### src/rtl/spi_frame_master.sv
// SPI frame master: serializes 10-bit command words onto MOSI inside an SS_n frame
// and, for read-data commands, captures the byte the slave returns on MISO.
module spi_frame_master #(
    parameter int LEAD_CYCLES = 2,
    parameter int RD_TURN     = 2,
    parameter int GAP_CYCLES  = 2
) (
    input  logic       clk,
    input  logic       rst,
    input  logic       cmd_valid,
    output logic       cmd_ready,
    input  logic [9:0] cmd_data,
    output logic       rsp_valid,
    output logic [7:0] rsp_data,
    output logic       busy,
    output logic       SS_n,
    output logic       MOSI,
    input  logic       MISO
);

    typedef enum logic [2:0] {
        IDLE,
        LEAD,
        SHIFT,
        TURN,
        RECV,
        GAP
    } state_t;

    localparam logic [3:0] LEAD_LAST  = 4'(LEAD_CYCLES - 1);
    localparam logic [3:0] TURN_LAST  = 4'((RD_TURN > 0) ? RD_TURN - 1 : 0);
    localparam logic [3:0] GAP_LAST   = 4'(GAP_CYCLES - 1);
    localparam logic [3:0] SHIFT_LAST = 4'd9;
    localparam logic [3:0] RECV_LAST  = 4'd7;

    state_t     state;
    logic [3:0] cnt;
    logic [8:0] tx_shift;   // cmd[9] goes straight to MOSI at accept time
    logic       is_read;
    logic [6:0] rx_shift;

    // NOTE: every register here is updated with <= so all of them see the
    // pre-edge values of each other, independent of statement order.
    always_ff @(posedge clk) begin
        if (rst) begin
            state     <= IDLE;
            cnt       <= '0;
            tx_shift  <= '0;
            is_read   <= 1'b0;
            rx_shift  <= '0;
            SS_n      <= 1'b1;
            MOSI      <= 1'b0;
            cmd_ready <= 1'b0;
            rsp_valid <= 1'b0;
            rsp_data  <= '0;
            busy      <= 1'b0;
        end else begin
            rsp_valid <= 1'b0;
            case (state)
                IDLE: begin
                    if (cmd_valid && cmd_ready) begin
                        tx_shift  <= cmd_data[8:0];
                        is_read   <= (cmd_data[9:8] == 2'b11);
                        state     <= LEAD;
                        cnt       <= '0;
                        SS_n      <= 1'b0;
                        MOSI      <= cmd_data[9];
                        busy      <= 1'b1;
                        cmd_ready <= 1'b0;
                    end else begin
                        cmd_ready <= 1'b1;
                    end
                end
                LEAD: begin
                    if (cnt == LEAD_LAST) begin
                        state <= SHIFT;
                        cnt   <= '0;
                    end else begin
                        cnt <= cnt + 4'd1;
                    end
                end
                SHIFT: begin
                    if (cnt == SHIFT_LAST) begin
                        cnt  <= '0;
                        MOSI <= 1'b0;
                        if (!is_read) begin
                            state <= GAP;
                            SS_n  <= 1'b1;
                        end else if (RD_TURN == 0) begin
                            state <= RECV;
                        end else begin
                            state <= TURN;
                        end
                    end else begin
                        cnt      <= cnt + 4'd1;
                        MOSI     <= tx_shift[8];
                        tx_shift <= {tx_shift[7:0], 1'b0};
                    end
                end
                TURN: begin
                    if (cnt == TURN_LAST) begin
                        state <= RECV;
                        cnt   <= '0;
                    end else begin
                        cnt <= cnt + 4'd1;
                    end
                end
                RECV: begin
                    // rsp_data only changes once the whole byte is in, so it
                    // stays stable between completed reads.
                    rx_shift <= {rx_shift[5:0], MISO};
                    if (cnt == RECV_LAST) begin
                        rsp_data  <= {rx_shift, MISO};
                        rsp_valid <= 1'b1;
                        state     <= GAP;
                        cnt       <= '0;
                        SS_n      <= 1'b1;
                    end else begin
                        cnt <= cnt + 4'd1;
                    end
                end
                GAP: begin
                    if (cnt == GAP_LAST) begin
                        state     <= IDLE;
                        cnt       <= '0;
                        busy      <= 1'b0;
                        cmd_ready <= 1'b1;
                    end else begin
                        cnt <= cnt + 4'd1;
                    end
                end
                default: begin
                    state <= IDLE;
                    cnt   <= '0;
                end
            endcase
        end
    end

endmodule

### config.mk
export PLATFORM = sky130hd
export DESIGN_NAME = spi_frame_master
export DESIGN_NICKNAME = d
export VERILOG_FILES = /design/src/rtl/spi_frame_master.sv
export SDC_FILE = /design/constraint.sdc
export NUM_CORES = 1
export LEC_CHECK = 0
export CORE_ASPECT_RATIO = 1.4
export CORE_UTILIZATION = 45
export DETAILED_ROUTE_END_ITERATION = 6
export GPL_TIMING_DRIVEN = 0
export PLACE_DENSITY = 0.64
export REMOVE_ABC_BUFFERS = 1
export SKIP_LAST_GASP = 1
export SLEW_MARGIN = 20
export SYNTH_ARGS = -nofsm -noshare
export SYNTH_HDL_FRONTEND = slang
export SYNTH_SLANG_ARGS = --single-unit
### constraint.sdc
create_clock -name clk -period 2.9 [get_ports clk]
set_input_delay 0.58 -clock clk [delete_from_list [all_inputs] [get_ports clk]]
set_output_delay 0.58 -clock clk [all_outputs]
set_load 0.1 [all_outputs]
==> After elaboration in Yosys (flattened, before gate mapping) <==
Cells that the tools add are included.
{ "op_classes": {"add_sub_neg": 1, "n_eq_ne": 17, "n_mux": 31, "bitwise": 1, "n_reduce_logical": 15} }
{ "op_table": {"columns": ["op", "n"], "rows": [
  ["2-to-1 mux 3 bit", 7],
  ["2-to-1 mux 9 bit", 2],
  ["case mux 3 bit (6 select lines)", 1],
  ["case mux 9 bit (2 select lines)", 1],
  ["2-to-1 mux 4 bit", 4],
  ["!= test 2 bit (second input constant)", 8],
  ["case mux 4 bit (4 select lines)", 1],
  ["2-to-1 mux 1 bit", 11],
  ["AND reduction 2 bit", 4],
  ["== test 3 x 2 -> 1 bit (second input constant)", 2],
  ["== test 3 bit (second input constant)", 2],
  ["case mux 1 bit (2 select lines)", 3],
  ["AND reduction 3 bit", 2],
  ["AND reduction 6 bit", 1],
  ["AND reduction 5 bit", 1],
  ["adder 4 x 1 -> 4 bit (second input constant)", 1],
  ["== test 4 x 1 -> 1 bit (second input constant)", 1],
  ["== test 4 x 3 -> 1 bit (second input constant)", 1],
  ["== test 4 bit (second input constant)", 1],
  ["nonzero test 2 bit", 2],
  ["== test 3 x 1 -> 1 bit (second input constant)", 1],
  ["zero test 3 bit", 1],
  ["case mux 1 bit (3 select lines)", 1],
  ["nonzero test 3 bit", 1],
  ["other kinds (5)", 5]
]} }
{ "totals": {"register_bits": 37, "output_inout_bits": 13, "wordCells": 76} }

==> Logic depth before layout (Yosys ltp) <==
{ "depth": {"word_depth": 3, "ltp_mapped": 8} }

==> Worst setup path after synthesis <==
No wires, ideal clock.
{ "synth_timing": {"path_type": "reg-to-reg", "start": "register cmd_ready", "end": "register SS_n", "t_arrival_ps": 1852, "required_time_ps": 2828, "path_slack_ps": 976, "stages_incl_launch_ff": 5, "n_path_buf": 0, "cell_sequence": "dfxtp_1 > a2111oi_2 > a221oi_2 > a31oi_1 > o21bai_1"} }
{ "synth_between": {"elab_chain_len": 3} }
{ "synth_rtl": {"columns": ["element", "line", "text"], "rows": [
  ["start: declaration", "11", "output logic cmd_ready,"],
  ["start signal: assignment", "53", "cmd_ready <= 1'b0;"],
  ["start signal: assignment", "69", "cmd_ready <= 1'b0;"],
  ["start signal: assignment", "71", "cmd_ready <= 1'b1;"],
  ["logical AND 1 bit", "61", "if (cmd_valid && cmd_ready) begin"],
  ["!= test 2 bit (no line)", null, null],
  ["AND reduction 5 bit (no line)", null, null],
  ["end signal: assignment", "51", "SS_n <= 1'b1;"],
  ["end signal: assignment", "66", "SS_n <= 1'b0;"],
  ["end signal: assignment", "88", "SS_n <= 1'b1;"],
  ["end: declaration", "16", "output logic SS_n,"]
]} }
Every way passes these cells.
A chain may end at the register's enable or synchronous reset.

==> Worst setup path in the final report <==
{ "layout_timing": {"start": "register cmd_ready", "end": "output port cmd_ready"} }
No word-level cell between the ends.

==> results.yml <==
timing:
  rsz0062_at_grt: "no"
  slew_violations: 0
  worstMarginPinSlew_ns: 0.974
  finalCriticalPeriod_ns: 2.49
  finalHoldViolations: 0
  skew_ns: 0.00368
  tns_ns: 0
  setup_viol: 0
  fin_crit_sh: 0.858
  relSlewSlack: 0.349
  fin_ws_ns: 0.413
  fmax_ghz: 0.402
  hold_ws_ns: 0.501
layout:
  num-nets-final: 217
  postLayoutCellArea_mm2: 0.00214
  antenna_cells: 0
  final_common_cell: "dfxtp_1"
  utilization: 0.547
  syn_to_final_growth_pct: 17.6
  ff_latch_area_um2: 741
  stdcell_count: 245
  layout_common_cells: "dfxtp_1, nor2_1, clkdlybuf4s50_1, mux2i_1, a211oi_2"
  layout-drive-gt1-share: 0.139
  n_fill_cell: 375
  multi_input_area_um2: 955
pwr:
  p_leak_nw: 0.729
  power.total_mw: 1.88
  p_per_area_mw_per_mm2: 877
  ir_worst_vdd_uv: 599
place:
  dpl.cell_count: 237
  hpwlAfterDp_mm: 2.51
  io_buffers: 26
  pre_cts_slack_ns: 0.444
  gp_congestion: 0.754
  placed_area_mm2: 0.00203
synthesis:
  synthXorXnorAreaFrac: 0
  async_flop_share: 0
  synthSimpleGateAreaFrac: 0.212
  yosys_register_bits: 37
  synthMuxAreaShare: 0.132
  seq_area_frac_synth: 0.407
  synthAdderAreaFrac: 0.0137
  synth_flop_cell: "dfxtp_1"
  yosys_warnings: 0
  avgSynthCellArea_um2: 10.1
  synth_top_cell_area_share: 0.407
  ys_types: 47
  synth.area.top_cells: "dfxtp_1, mux2i_1, a211oi_2"
  synth_area_leader_cell: "dfxtp_1"
  synth_compound_area_frac: 0.167
  synth_edf_count: 0
  synth_area_mm2: 0.00182
  synth_cells: 181
  synth_top_family_by_area: "simple AND/OR/NAND/NOR gates"
global_routing:
  gr-total-overflow: 0
  grt_pass1_wl_mm: 6.32
  antenna_found_initial: 0
  grt_pass1_vias: 1410
  grt_max_degree: 39
  track_usage: 0.187
setup_path:
  slowest_stage: "clkdlybuf4s50_1"
  cp_data_required_time_ns: 2.32
  cp_data_arrival_time_ns: 1.91
  cp_cell_sequence: "clkdlybuf4s50_1"
  setup.worst_path.end_class: "output pin"
  worstSetupStartpointType: "flip-flop"
  worstSetupPathType: "reg -> out"
  path_max_fanout: 6
  critPathMaxStageDelay_ns: 1.17
  worst-path-buf-inv: 1
  worst_path_dominant_cell_family: "buffers and inverters"
detailed_routing:
  wirelength_mm: 3.69
  drc: 0
  avgViaCountPerCell: 5.84
  drt_iter0_markers: 43
  avgRoutedWirePerCell_um: 15.1
  vias: 1431
  drtAntennaViolNets: 0
  drtPass1Iterations: 4
clock_tree:
  clk_pin_slew_worst_paths_ns: 0.08
  cts-root-buf: "clkbuf_8"
  cts_setup_buffers: 0
  clockBufferDepth: 2
  cts_resized: 0
  cts_sinks: 37
  cts_made_buffers: 5
  htreeDepth: 2
  clkLatencyLatePin_ns: 0.30
  cts_tree: "done"
  hold_buffers: 0
die:
  rows: 27
  io_pins: 27
  die-area_mm2: 0.00431
  die_w_um: 55.8
  core_region_area_mm2: 0.00392
  initial_core_util: 0.465
  die_y_um: 77.3
min_path:
  hold_path_class: "reg -> reg"
flow_run:
  cap_viol_max_count: 0
run_status:
  status: "finished clean"
path summary, 6_finish.rpt:
| check | from | to | slack, ns | cells after the start |
|---|---|---|---|---|
| worst max-delay path | cmd_ready$_SDFFE_PP0P_ | cmd_ready | 0.41 | 1 |
| worst min-delay path | tx_shift[8]$_SDFFE_PP0P_ | MOSI$_SDFFE_PP0P_ | 0.50 | 2 |
| worst max register to register | state[1]$_SDFFE_PP0P_ | tx_shift[0]$_SDFFE_PP0P_ | 0.54 | 4 |
| worst min register to register | tx_shift[8]$_SDFFE_PP0P_ | MOSI$_SDFFE_PP0P_ | 0.50 | 2 |
flip-flops by register name, summed over array words and instances (netlist names):
signal / cells
MOSI: 1
SS_n: 1
busy: 1
cmd_ready: 1
cnt: 4
is_read: 1
rsp_data: 8
rsp_valid: 1
rx_shift: 7
state: 3
tx_shift: 9
report_power, final:
part | leakage, nW | internal (mW) | switching, mW
clock network | 0.0543 | 0.257 | 0.199
registers | 0.301 | 0.602 | 0.125
logic | 0.374 | 0.262 | 0.435
total | 0.729 | 1.12 | 0.758
cell type report:
cell class,instances,share of cell area
clock buffer,5,0.0321
clock inverter,3,0.0216
inverter,6,0.0105
multi-input combinational,125,0.446
sequential,37,0.346
tap,43,0.0251
timing repair buffer,26,0.119
synth_stat cells (all sizes together) (4+ instances only):
master,count
a211oi,10
nor3,5
nor2,27
inv,6
mux2i,24
nand2,7
clkbuf,4
dfxtp,37
buf,9
nand3b,4
a21oi,8
nand3,4
metal layers:
layer  vias up  GRT usage  wire (µm)
met3         6     0.0455        157
li1        694          -          -
met2        38      0.329       1940
met4         0     0.0950         70
met1       693      0.206       1520
met5         -          0          0
kinds of logic after synthesis:
family / after synthesis
flops: 37
mux: 24
fa+ha+maj: 2
compound gates: 35
simple gates: 64
buf+inv: 19
No activity file was read; power rests on OpenSTA's default activity.
